### config.mk
export PLATFORM = sky130hd
export DESIGN_NAME = uart_tx
export DESIGN_NICKNAME = d
export VERILOG_FILES = /design/src/rtl/uart_tx.sv
export SDC_FILE = /design/constraint.sdc
export NUM_CORES = 1
export LEC_CHECK = 0
export ABC_AREA = 1
export CORE_ASPECT_RATIO = 0.75
export CORE_UTILIZATION = 40
export CTS_CLUSTER_SIZE = 40
export DETAILED_ROUTE_END_ITERATION = 10
export GPL_ROUTABILITY_DRIVEN = 0
export PLACE_DENSITY = 0.56
export SYNTH_ARGS = -nofsm -noshare
export SYNTH_HDL_FRONTEND = slang
export SYNTH_SLANG_ARGS = --single-unit
### constraint.sdc
create_clock -name sys_clk -period 3.2 [get_ports sys_clk]
set_clock_uncertainty 0.1 [all_clocks]
set_input_delay 0.64 -clock sys_clk [delete_from_list [all_inputs] [get_ports sys_clk]]
set_output_delay 0.64 -clock sys_clk [all_outputs]
set_load 0.005 [all_outputs]
### src/rtl/uart_tx.sv
// 8N1 UART transmitter: accepts a byte over valid/ready and shifts it out LSB first
// on a registered, glitch-free serial line that idles high.
module uart_tx #(
  parameter int CLK_FREQ  = 200_000_000,
  parameter int BAUD_RATE = 9600,
  parameter int D_WIDTH   = 8
) (
  input  logic               sys_clk,
  input  logic               sys_rst_n,
  input  logic [D_WIDTH-1:0] tx_data,
  input  logic               tx_valid,
  output logic               tx_ready,
  output logic               tx,
  output logic               tx_busy,
  output logic               tx_done
);

  localparam int BAUD_DIV = CLK_FREQ / BAUD_RATE;
  localparam int BW       = $clog2(D_WIDTH) + 1;

  localparam logic [14:0]   BAUD_LAST = 15'(BAUD_DIV - 1);
  localparam logic [14:0]   BAUD_ONE  = 15'd1;
  localparam logic [14:0]   BAUD_ZERO = 15'd0;
  localparam logic [BW-1:0] BIT_LAST  = BW'(D_WIDTH - 1);
  localparam logic [BW-1:0] BIT_ONE   = BW'(1);
  localparam logic [BW-1:0] BIT_ZERO  = BW'(0);

  typedef enum logic [1:0] {
    IDLE  = 2'd0,
    START = 2'd1,
    DATA  = 2'd2,
    STOP  = 2'd3
  } state_t;

  state_t             state_r;
  logic [14:0]        baud_cnt_r;
  logic [BW-1:0]      bit_cnt_r;
  logic [D_WIDTH-1:0] shift_r;

  // Frame sequencer: bit timing, shift register and all registered outputs.
  always_ff @(posedge sys_clk or negedge sys_rst_n) begin
    if (!sys_rst_n) begin
      state_r    <= IDLE;
      baud_cnt_r <= BAUD_ZERO;
      bit_cnt_r  <= BIT_ZERO;
      shift_r    <= '0;
      tx         <= 1'b1;
      tx_ready   <= 1'b1;
      tx_busy    <= 1'b0;
      tx_done    <= 1'b0;
    end else begin
      tx_done <= 1'b0;
      case (state_r)
        IDLE: begin
          baud_cnt_r <= BAUD_ZERO;
          if (tx_valid && tx_ready) begin
            shift_r  <= tx_data;
            state_r  <= START;
            tx       <= 1'b0;
            tx_ready <= 1'b0;
            tx_busy  <= 1'b1;
          end else begin
            tx <= 1'b1;
          end
        end
        START: begin
          if (baud_cnt_r == BAUD_LAST) begin
            baud_cnt_r <= BAUD_ZERO;
            bit_cnt_r  <= BIT_ZERO;
            state_r    <= DATA;
            tx         <= shift_r[0];
          end else begin
            baud_cnt_r <= baud_cnt_r + BAUD_ONE;
          end
        end
        DATA: begin
          if (baud_cnt_r == BAUD_LAST) begin
            baud_cnt_r <= BAUD_ZERO;
            if (bit_cnt_r == BIT_LAST) begin
              state_r <= STOP;
              tx      <= 1'b1;
            end else begin
              // Next wire bit is the one that becomes the LSB after this shift.
              shift_r   <= {1'b0, shift_r[D_WIDTH-1:1]};
              bit_cnt_r <= bit_cnt_r + BIT_ONE;
              tx        <= shift_r[1];
            end
          end else begin
            baud_cnt_r <= baud_cnt_r + BAUD_ONE;
          end
        end
        STOP: begin
          if (baud_cnt_r == BAUD_LAST) begin
            baud_cnt_r <= BAUD_ZERO;
            state_r    <= IDLE;
            tx_ready   <= 1'b1;
            tx_busy    <= 1'b0;
            tx_done    <= 1'b1;
          end else begin
            baud_cnt_r <= baud_cnt_r + BAUD_ONE;
          end
        end
        default: begin
          state_r    <= IDLE;
          baud_cnt_r <= BAUD_ZERO;
          bit_cnt_r  <= BIT_ZERO;
          tx         <= 1'b1;
          tx_ready   <= 1'b1;
          tx_busy    <= 1'b0;
        end
      endcase
    end
  end

endmodule
Yosys cells after proc, flatten, opt, wreduce, memory -nomap -nowiden
Index checks and enable logic that the tools add are counted.
{"block": "totals", "regBits": 33, "latchBits": 0, "ramBits": 0, "mem_bits_ro": 0, "in_bits": 11, "out_inout_bits": 4, "elab_cells": 62, "n_memories": 0}
{"block": "op_classes", "addsub": 2, "multipliers": 0, "div": 0, "n_lt_le_gt_ge": 0, "eq_ne": 11, "n_shift": 0, "n_mux": 29, "n_bitwise": 0, "n_reduce_logical": 12}
{"operator": "$pmux W15 S2", "n": 1}
{"operator": "$mux W8", "n": 3}
{"operator": "$pmux W8 S2", "n": 1}
{"operator": "$add A15 B1 Y15 const B", "n": 1}
{"operator": "$eq A15 B15 Y1 const B", "n": 1}
{"operator": "$mux W15", "n": 1}
{"operator": "$mux W4", "n": 3}
{"operator": "$ne A2 B2 Y1 const B", "n": 6}
{"operator": "$mux W1", "n": 10}
{"operator": "$mux W2", "n": 5}
{"operator": "$pmux W2 S4", "n": 1}
{"operator": "$pmux W4 S2", "n": 1}
{"operator": "$reduce_and A4 Y1", "n": 2}
{"operator": "$reduce_and A3 Y1", "n": 2}
{"operator": "$reduce_bool A2 Y1", "n": 3}
{"operator": "$reduce_and A5 Y1", "n": 1}
{"operator": "$add A4 B1 Y4 const B", "n": 1}
{"operator": "$eq A2 B2 Y1 const B", "n": 2}
{"operator": "$eq A4 B3 Y1 const B", "n": 1}
{"operator": "$pmux W1 S2", "n": 2}
{"operator": "$pmux W1 S3", "n": 1}
{"operator": "$reduce_bool A3 Y1", "n": 1}
{"operator": "$reduce_or A3 Y1", "n": 1}
{"operator": "$eq A2 B1 Y1 const B", "n": 1}
{"operator": "other kinds (2)", "n": 2}

Depth between registers and ports, before layout
Gate-level depths: netlist (run 1).
{"block": "logic_depth", "depth_word": 4, "ltp_mapped": 12, "depth_no_buf": 11}

Least setup slack after synthesis (run 1)
OpenSTA, ideal clock, no wires.
{"block": "synth_timing", "path_type": "flip-flop to flip-flop", "from": "register state_r[0]", "to": "register shift_r[6]", "setup_ns": 0.122, "arrival_time_ns": 1.460, "required_ns": 2.978, "setup_slack_ns": 1.519, "stages_incl_launch_ff": 9, "path_buffers": 1, "synth_period_minus_slack_ns": 1.681, "cell_sequence": "dfrtp_1 > inv_1 > ha_1 > inv_1 > o21ai_0 > nand3_4 > buf_6 > nand2_1 > o21ai_2"}
{"block": "synth_between", "elab_chain_cells": 3, "elab_cells_between_ends": 8, "cone_classes": "eq/ne: 4; mux: 1; reduce/logical: 3"}
{"element": "start, declared", "line_no": "35", "source": "state_t state_r;"}
{"element": "start signal, assigned", "line_no": "43", "source": "state_r <= IDLE;"}
{"element": "start signal, assigned", "line_no": "58", "source": "state_r <= START;"}
{"element": "start signal, assigned", "line_no": "70", "source": "state_r <= DATA;"}
{"element": "$eq A2 B2 Y1 or $logic_not A2 Y1 (tied branches)", "line_no": "53", "source": "case (state_r)"}
{"element": "$ne A2 B2 Y1 (no line) or $reduce_bool A2 Y1 (tied branches)"}
{"element": "$reduce_and A4 Y1 (no line)"}
{"element": "end signal, assigned", "line_no": "57", "source": "shift_r <= tx_data;"}
{"element": "end signal, assigned", "line_no": "84", "source": "shift_r <= {1'b0, shift_r[D_WIDTH-1:1]};"}
{"element": "end, declared", "line_no": "38", "source": "logic [D_WIDTH-1:0] shift_r;"}
Several ways; a longest one is shown, not always the timed one.
A chain may end at the register's enable or synchronous reset.

Worst setup path in the final report (run 1)
{"block": "layout_timing", "from": "register state_r[0]", "to": "register shift_r[4]"}
The elaborated chain is that of the path after synthesis.

==> impl_metrics.toml, run 1 <==
[route]
drt-total-wl_mm = 3.43
drcViolationCount = 0
first_pass_iters = 4
ant_nets = 0
wl_per_cell_um = 11.9
dr_total_vias = 1398
drt_iter0_drc = 100
viasPerCell = 4.87

[timing]
final_hold_viol_count = 0
fin_tns_setup_ps = 0
slew_headroom_pct = 56.6
tightestPinTransition_ps = 651
finalSetupViolations = 0
period_minus_slack_ps = 2150
slew_violations = 0
max_freq_mhz = 464
fin_crit_sh_pct = 67.3
rsz0062_at_grt = "false"

[pwr]
p_comb_share_pct = 3.1
internal_power_w = 0.000624
pwr-share-seq_pct = 52.9
clkPwrFrac_pct = 44.0
vdd_drop_max_mv = 0.210
power_switching_share_pct = 20.9
leakage_nw = 0.946
powerDensity_mw_per_mm2 = 376
p_sw_w = 0.000165

[cts]
cts_buffers = 5
post-cts-setup-buffers = 0
cts_tree = "built"
root_buffer = "clkbuf_8"
cts_max_path_buffers = 2
clk_latency_ps = 280
h-tree-depth = 2
ctsHoldBuffers = 0
cts_num_sinks = 33
clkTransAtPathRegs_ps = 70
post_cts_resized = 0

[cells_and_area]
seqCellArea_um2 = 828
utilization_pct = 50.2
final_cells = 287
drive_above_1_share_pct = 12.1
multi_input_area_um2 = 847
num_antenna_cells = 0
n_fill_cell = 387
final_cell_mix = "nand2_1, dfrtp_1, inv_1, nor2_1, clkdlybuf4s50_1"
final_common_cell = "nand2_1"
area_growth_pct = 16.4
finalNetCount = 249

[critical_path]
crit_path_end_kind = "flip-flop"
worstReg2RegEnd = "shift_r[4]"
timing.rr.start = "state_r[0]"
critPathKind = "flip-flop to flip-flop"
start_kind = "flip-flop"
reg2reg_slack_ps = 1050
crit_fanout = 16
startpoint = "state_r[0]"
worstPathRequired_ps = 3270
rr_worst_depth = 7
worstPathArrival_ps = 2230
crit_end = "shift_r[4]"

[global_route]
overflow = 0
grt_pass1_wl_mm = 6.18
grt_max_degree = 34
grt_pass1_vias = 1346
grt_usage_pct = 17.5
antenna_found_initial = 0

[flow_run]
cap_viol_max_count = 0

[placed_design]
hpwlAfterDp_mm = 2.53
dp_cells = 279
port_buffers = 14

[synth]
syn_area_mm2 = 0.00180
postSynthNetCount = 229
synth_cell_types = 31
yosysWarnings = 0
postSynthCellCount = 211
synth.avg_cell_area_um2 = 8.54
ys_ff_latch = 33
ys_seq_area_share_pct = 45.9

[floorplan]
die_area_mm2 = 0.00478
coreArea_mm2 = 0.00418
num_rows = 20
die-height_um = 60.1
start_util_pct = 43.1
die_width_um = 79.5
ios = 15

[hold_path]
hp-class = "flip-flop to flip-flop"

[status]
status = "finished, final reports clean"
## power groups by stage
| stage | clock (W) | combinational (W) | sequential (W) |
|---|---|---|---|
| after CTS | 0.000361 | 0.0000258 | 0.000417 |
| after global routing | 0.000378 | 0.0000282 | 0.000417 |
| after detailed placement | 0 | 0.0000257 | 0.000425 |
| after global placement | 0 | 0.0000256 | 0.000425 |
| final | 0.000347 | 0.0000246 | 0.000417 |
| after floorplan | 0 | 0.00000367 | 0.000425 |
## critical path: stages (launching register included)
cell and delay [ps]:
dfrtp_1 430, inv_1 110, ha_1 580, nand2_1 180, o21ai_0 180, nand3_4 250
nand2_1 150, o21ai_2 60
## cells by family after synthesis
kind of cell               Yosys count  synth area share (%)
AOI/OAI and AO/OA                   36                  13.1
adders and majority gates            7                  4.86
and+or+nand+nor                     96                  24.2
buffers and inverters               30                  7.08
DFF                                 33                  45.9
muxes                                6                  3.33
xor gates and xnor gates             3                  1.46
## synthesized netlist by cell type
cell type / instances / share of area (%)
a21boi_0: 1 / 0.42
xor2_1: 2 / 0.97
a21oi_1: 9 / 2.5
nor3_2: 1 / 0.56
nand3_1: 11 / 3.1
ha_1: 7 / 4.9
o22ai_1: 1 / 0.35
mux2i_1: 6 / 3.3
inv_2: 1 / 0.21
dfrtp_1: 31 / 43
o21ai_0: 11 / 3.1
nor2_1: 17 / 3.5
nor2_2: 1 / 0.35
buf_6: 2 / 1.2
nor3b_1: 1 / 0.42
nand2_2: 2 / 0.69
a21boi_4: 1 / 1.0
nand4_1: 2 / 0.69
dfstp_2: 2 / 2.9
a31oi_1: 1 / 0.35
o21a_1: 1 / 0.42
nand2_1: 49 / 10
nor3_1: 9 / 2.5
nand2_4: 2 / 1.2
inv_1: 27 / 5.6
nand3_4: 1 / 0.97
o21ai_1: 1 / 0.28
xnor2_1: 1 / 0.49
a22oi_1: 1 / 0.42
o21ai_2: 8 / 3.9
a211oi_1: 1 / 0.42
## metal layers
| metal | vias up | track usage [%] | share of wire (%) |
|---|---|---|---|
| li1 | 726 | - | - |
| met1 | 637 | 24.4 | 55 |
| met2 | 30 | 25.8 | 40 |
| met3 | 5 | 5.34 | 4.1 |
| met4 | 0 | 6.23 | 0.61 |
| met5 | - | 0 | 0 |
## worst min-delay path by stage
stage | start | to | depth (start not counted)
floorplan | sys_rst_n | baud_cnt_r[0] | 0
global placement | tx_busy | tx_busy | 2
detailed placement | tx_busy | tx_busy | 2
CTS | tx_busy | tx_busy | 2
global route | tx_ready | tx_ready | 2
finish | tx_busy | tx_busy | 2
## state kept, by name (all words and copies together), names as in the netlist
name,cells
baud_cnt_r,15
tx_busy,1
tx_ready,1
state_r,2
bit_cnt_r,4
tx_done,1
tx,1
shift_r,8
## area by class of cell
type                    count  area share [%]
multi-input cells         148            40.4
repair buffers             15            7.04
inverters                  28            5.01
flip-flops and latches     33            39.5
clock inverters             1           0.239
well taps                  55            3.28
clock buffers               7            4.59
## through the flow
step                setup slack (ps)  total power, W  hold WS [ps]  cell area, um2
CTS                             1040        0.000803           381            2100
global placement                1140        0.000451           361            2000
finish                          1050        0.000789           381            2100
floorplan                       1520        0.000429           244            1800
detailed placement              1070        0.000451           363            2000
global route                     825        0.000823           407            2100
No activity file was read; power rests on OpenSTA's default activity.
==> run 2: changes to the inputs <==
--- a/config.mk
+++ b/config.mk
@@ -11,7 +11,7 @@
 export CTS_CLUSTER_SIZE = 40
 export DETAILED_ROUTE_END_ITERATION = 10
 export GPL_ROUTABILITY_DRIVEN = 0
-export PLACE_DENSITY = 0.56
+export PLACE_DENSITY = 0.58
 export SYNTH_ARGS = -nofsm -noshare
 export SYNTH_HDL_FRONTEND = slang
 export SYNTH_SLANG_ARGS = --single-unit
==> constraint.sdc (replaced) <==
create_clock -name sys_clk -period 1.8 [get_ports sys_clk]
set_clock_uncertainty 0.1 [all_clocks]
set_input_delay 0.36 -clock sys_clk [delete_from_list [all_inputs] [get_ports sys_clk]]
set_output_delay 0.36 -clock sys_clk [all_outputs]
set_load 0.005 [all_outputs]
==> run 2 against run 1 <==
Compared with the run above:
- clock power up 51%
- largest power group unchanged
- total power up 66%
- flip-flop and latch count unchanged
- final area up 5.7%
- worst setup slack worse by 1000 ps
- sequential share of layout area down 2.1 points
- die area unchanged
==> impl_metrics.toml, run 2 (synthesized netlist as in run 1, its figures left out) <==
[timing]
final_hold_viol_count = 0
fin_tns_setup_ps = 0
slew_headroom_pct = 79.0
rsz0062_at_grt = "true"
finalSetupViolations = 0
fin_ws_ps = 42.5
hold-worst-slack_ps = 331
max_freq_mhz = 569
slew_violations = 0
period_minus_slack_ps = 1760
fin_crit_sh_pct = 97.6
tightestPinTransition_ps = 315

[route]
viasPerCell = 4.75
first_pass_iters = 4
wl_per_cell_um = 12.1
ant_nets = 0
drt_iter0_drc = 88
drt-total-wl_mm = 3.62
drcViolationCount = 0
dr_total_vias = 1419

[critical_path]
crit_chain = "clkdlybuf4s50_1"
start_kind = "flip-flop"
critPathKind = "flip-flop to output port"
crit_fanout = 2
crit_path_max_incr_delay_ps = 530
worstPathRequired_ps = 1340
crit_buf_inv = 1
crit_path_end_kind = "output port"
slowest_stage = "dfstp_2"
worstPathArrival_ps = 1300
cp_top_family = "flip-flops"

[pwr]
vdd_drop_max_mv = 0.359
internal_power_w = 0.00104
p_comb_share_pct = 3.6
power_switching_share_pct = 20.6
clkPwrFrac_pct = 39.8
pwr-share-seq_pct = 56.5
leakage_nw = 1.01
p_sw_w = 0.000270
powerDensity_mw_per_mm2 = 592

[cells_and_area]
final_cell_mix = "nand2_1, dfrtp_1, inv_1, nor2_1, clkdlybuf4s50_1"
n_fill_cell = 398
multi_input_area_um2 = 898
utilization_pct = 53.1
seqCellArea_um2 = 828
regMostFlops = "baud_cnt_r"
area_growth_pct = 23.0
top_regs = "baud_cnt_r x15, shift_r x8, bit_cnt_r x4"
drive_above_1_share_pct = 18.0
final_cell_area_mm2 = 0.00222
finalNetCount = 261
final_common_cell = "nand2_1"
largest_reg_flops = 15
num_antenna_cells = 0

[global_route]
antenna_found_initial = 0
grt_pass1_vias = 1301
grt_pass1_wl_mm = 6.01
grt_usage_pct = 16.9
grt_max_degree = 34
overflow = 0

[floorplan]
num_rows = 20
coreArea_mm2 = 0.00418
start_util_pct = 43.1
die-height_um = 60.1
die_width_um = 79.5
ios = 15
die_area_mm2 = 0.00478

[placed_design]
dp_slack_ps = 62.7
port_buffers = 14
placed_area_mm2 = 0.00207
hpwlAfterDp_mm = 2.52

[cts]
cts_buffers = 5
cts_max_path_buffers = 2
clkTransAtPathRegs_ps = 70
cts_tree = "built"
cts_num_sinks = 33
ctsHoldBuffers = 0
clk_latency_ps = 280
h-tree-depth = 2
root_buffer = "clkbuf_8"

[status]
status = "finished, final reports clean"

[hold_path]
hp-class = "input pin to async pin"

[flow_run]
cap_viol_max_count = 0
[run 2: area by class of cell]
| class | instances | share of cell area [%] |
|---|---|---|
| clock buffer | 8 | 3.61 |
| inverter | 28 | 4.74 |
| multi-input combinational | 150 | 40.5 |
| sequential | 33 | 37.3 |
| tap | 55 | 3.10 |
| timing repair buffer | 25 | 10.7 |
[run 2: power groups by stage]
stage | Combinational (W) | Sequential (W) | Clock (W)
2_1_floorplan | 0.00000653 | 0.000756 | 0
3_3_place_gp | 0.0000501 | 0.000755 | 0
3_5_place_dp | 0.0000498 | 0.000755 | 0
4_1_cts | 0.0000497 | 0.000741 | 0.000554
5_1_grt | 0.0000538 | 0.000741 | 0.000579
6_report | 0.0000476 | 0.000742 | 0.000523
[run 2: metal layers]
layer / up-vias / part of all wire, % / GRT usage (%)
li1: 753 / - / -
met1: 642 / 57 / 24.7
met2: 20 / 39 / 23.2
met3: 4 / 3.4 / 4.89
met4: 0 / 0.88 / 6.23
met5: - / 0 / 0
[run 2: per-stage QoR]
| stage | instances | power [W] |
|---|---|---|
| floorplan | 211 | 0.000762 |
| global placement | 287 | 0.000805 |
| detailed placement | 287 | 0.000805 |
| CTS | 295 | 0.00135 |
| global route | 299 | 0.00137 |
| finish | 299 | 0.00131 |
[run 2: path summary, 6_finish.rpt]
path	slack [ps]	startpoint	depth (start not counted)	end
max in group asynchronous	1020	sys_rst_n	2	tx
hold / removal	330	sys_rst_n	2	baud_cnt_r[5]
min in group sys_clk	370	tx_ready	2	tx_ready
setup reg to reg	120	state_r[0]	8	bit_cnt_r[2]
setup / recovery	40	tx	1	tx
hold reg to reg	370	tx_ready	2	tx_ready
[run 2: what timing repair did]
action	in CTS	in global routing
setup buffers	0	2
endpoints found under the hold margin	0	0
endpoints found under the setup margin	0	22
resized for setup	0	12
[run 2: worst reg2reg max path, cell delays in order, from the launching register on]
cell	delay, ps
dfrtp_1	380
inv_1	80
ha_2	250
inv_2	80
nand2_1	130
o21ai_0	130
nor2_1	220
nand2_1	80
a22oi_1	150
==> run 3: changes to the inputs <==
--- a/config.mk
+++ b/config.mk
@@ -6,12 +6,13 @@
 export NUM_CORES = 1
 export LEC_CHECK = 0
 export ABC_AREA = 1
+export CAP_MARGIN = 5
 export CORE_ASPECT_RATIO = 0.75
 export CORE_UTILIZATION = 40
 export CTS_CLUSTER_SIZE = 40
 export DETAILED_ROUTE_END_ITERATION = 10
 export GPL_ROUTABILITY_DRIVEN = 0
-export PLACE_DENSITY = 0.58
+export PLACE_DENSITY = 0.6
 export SYNTH_ARGS = -nofsm -noshare
 export SYNTH_HDL_FRONTEND = slang
 export SYNTH_SLANG_ARGS = --single-unit
==> constraint.sdc (replaced) <==
create_clock -name sys_clk -period 1.5 [get_ports sys_clk]
set_clock_uncertainty 0.1 [all_clocks]
set_input_delay 0.3 -clock sys_clk [delete_from_list [all_inputs] [get_ports sys_clk]]
set_output_delay 0.3 -clock sys_clk [all_outputs]
set_load 0.005 [all_outputs]
==> run 3 against run 2 <==
Compared with the run above:
- the run now ends with setup timing left
- highest routed layer unchanged
- flip-flop and latch count did not move
- die area did not move
- final area rose by 19%
==> impl_metrics.toml, run 3 (synthesized netlist as in run 1, its figures left out) <==
[route]
drcViolationCount = 0
wl_per_cell_um = 12.5
drt_iter0_drc = 53
first_pass_iters = 4
dr_total_vias = 1582
ant_nets = 0
viasPerCell = 4.75
drt-total-wl_mm = 4.17

[global_route]
grt_usage_pct = 20.6
antenna_found_initial = 0
grt_pass1_wl_mm = 7.25
grt_pass1_vias = 1531
grt_max_degree = 34
overflow = 0

[timing]
slew_headroom_pct = 81.0
slew_violations = 0
rsz0062_at_grt = "true"
tightestPinTransition_ps = 282
period_minus_slack_ps = 1610
max_freq_mhz = 622
fin_ws_ps = -108
final_hold_viol_count = 0
fin_crit_sh_pct = 107
finalSetupViolations = 22

[cells_and_area]
finalNetCount = 295
final_common_cell = "buf_4"
drive_above_1_share_pct = 38.1
area_growth_pct = 46.6
final_cell_mix = "buf_4, nand2_1, dfrtp_1, inv_1, nand2_2"
n_fill_cell = 351
regMostFlops = "baud_cnt_r"
top_regs = "baud_cnt_r x15, shift_r x8, bit_cnt_r x4"
num_antenna_cells = 0
largest_reg_flops = 15
final_cell_area_mm2 = 0.00264
final_cells = 333

[pwr]
power_switching_share_pct = 19.6
p_comb_share_pct = 3.2
p_sw_w = 0.000357
pwr-share-seq_pct = 48.9
powerDensity_mw_per_mm2 = 689
clkPwrFrac_pct = 47.9
vdd_drop_max_mv = 0.437
internal_power_w = 0.00146
leakage_nw = 1.24

[critical_path]
crit_fanout = 7
critPathKind = "flip-flop to flip-flop"
worstPathRequired_ps = 1590
worstPathArrival_ps = 1700
start_kind = "flip-flop"
crit_path_end_kind = "flip-flop"
rr_worst_depth = 11

[status]
failed_checks = "setup timing"
status = "finished with violations"

[placed_design]
hpwlAfterDp_mm = 2.93
dp_slack_ps = -176
port_buffers = 14
dp_cells = 315
placed_area_mm2 = 0.00231

[flow_run]
cap_viol_max_count = 0

[floorplan]
num_rows = 20
die_width_um = 79.5
die_area_mm2 = 0.00478
coreArea_mm2 = 0.00418
start_util_pct = 43.1
die-height_um = 60.1
ios = 15

[cts]
ctsHoldBuffers = 0
cts_tree = "built"
cts_buffers = 5
cts_num_sinks = 33
root_buffer = "clkbuf_8"
cts_max_path_buffers = 2
clkTransAtPathRegs_ps = 70
h-tree-depth = 2
clk_latency_ps = 290

[hold_path]
hp-class = "input pin to async pin"
-- run 3: cell types whose count changed in the layout (fill, tap and decap cells not counted), sizes merged --
cell	change
bufinv	+1
clkdlybuf4s50	-3
buf	+35
nand2	-1
clkbuf	-1
dlygate4sd2	+3
-- run 3: path summary, 6_finish.rpt --
kind                          startpoint       endpoint  slack, ps
max                        baud_cnt_r[0]   bit_cnt_r[2]       -110
min                            sys_rst_n  baud_cnt_r[9]        270
max reg2reg                baud_cnt_r[0]   bit_cnt_r[2]       -110
min reg2reg                           tx             tx        370
max in group asynchronous      sys_rst_n       tx_ready        780
min in group sys_clk                  tx             tx        370
-- run 3: per-layer routing --
metal,vias up,GRT usage [%],wire length [um]
met5,-,0,0
met2,23,29.3,1750
met4,0,7.01,56
li1,822,-,-
met3,7,4.89,136
met1,730,30.2,2230
-- run 3: repair_timing --
item | 4_1_cts | 5_1_grt
cloned | 1 | 0
pin swaps | 5 | 9
buffers inserted | 2 | 8
resized for setup | 33 | 12
endpoints found under the setup margin | 30 | 31
-- run 3: final cells by class --
cell class	instances	area (um2)	area share [%]
Clock buffer	7	86.3	3.27
Clock inverter	1	30.0	1.14
Inverter	28	110	4.17
Multi-Input combinational cell	149	1020	38.5
Sequential cell	33	828	31.3
Tap cell	55	68.8	2.60
Timing Repair Buffer	60	500	18.9
-- run 3: worst max-delay path, stage by stage (launching register included) --
cell and delay [ps]:
dfrtp_1 380, inv_1 60, ha_1 140, nand2_1 60
inv_1 70, nand2_2 60, nor2_4 90, nand2_4 110
buf_6 140, nor2_4 100, nand2_1 60, a22oi_1 150
-- run 3: power by group through the flow --
stage                     Clock [W]  Combinational [W]  Sequential, W
after global routing       0.000940          0.0000660       0.000889
after floorplan                   0         0.00000783       0.000907
after CTS                  0.000898          0.0000600       0.000889
after detailed placement          0          0.0000601       0.000907
final                      0.000872          0.0000574       0.000890
after global placement            0          0.0000598       0.000907
-- run 3: through the flow --
step | power [W] | hold slack [ps] | TNS, ps | utilization (%)
after floorplan | 0.000915 | -95.6 | -142 | -
after detailed placement | 0.000967 | 370 | -2510 | 55.3
after CTS | 0.00185 | 276 | -1490 | 61.1
after global placement | 0.000966 | 368 | -1840 | 55.3
final | 0.00182 | 271 | -1500 | 63.2
after global routing | 0.00190 | 305 | -4190 | 63.2
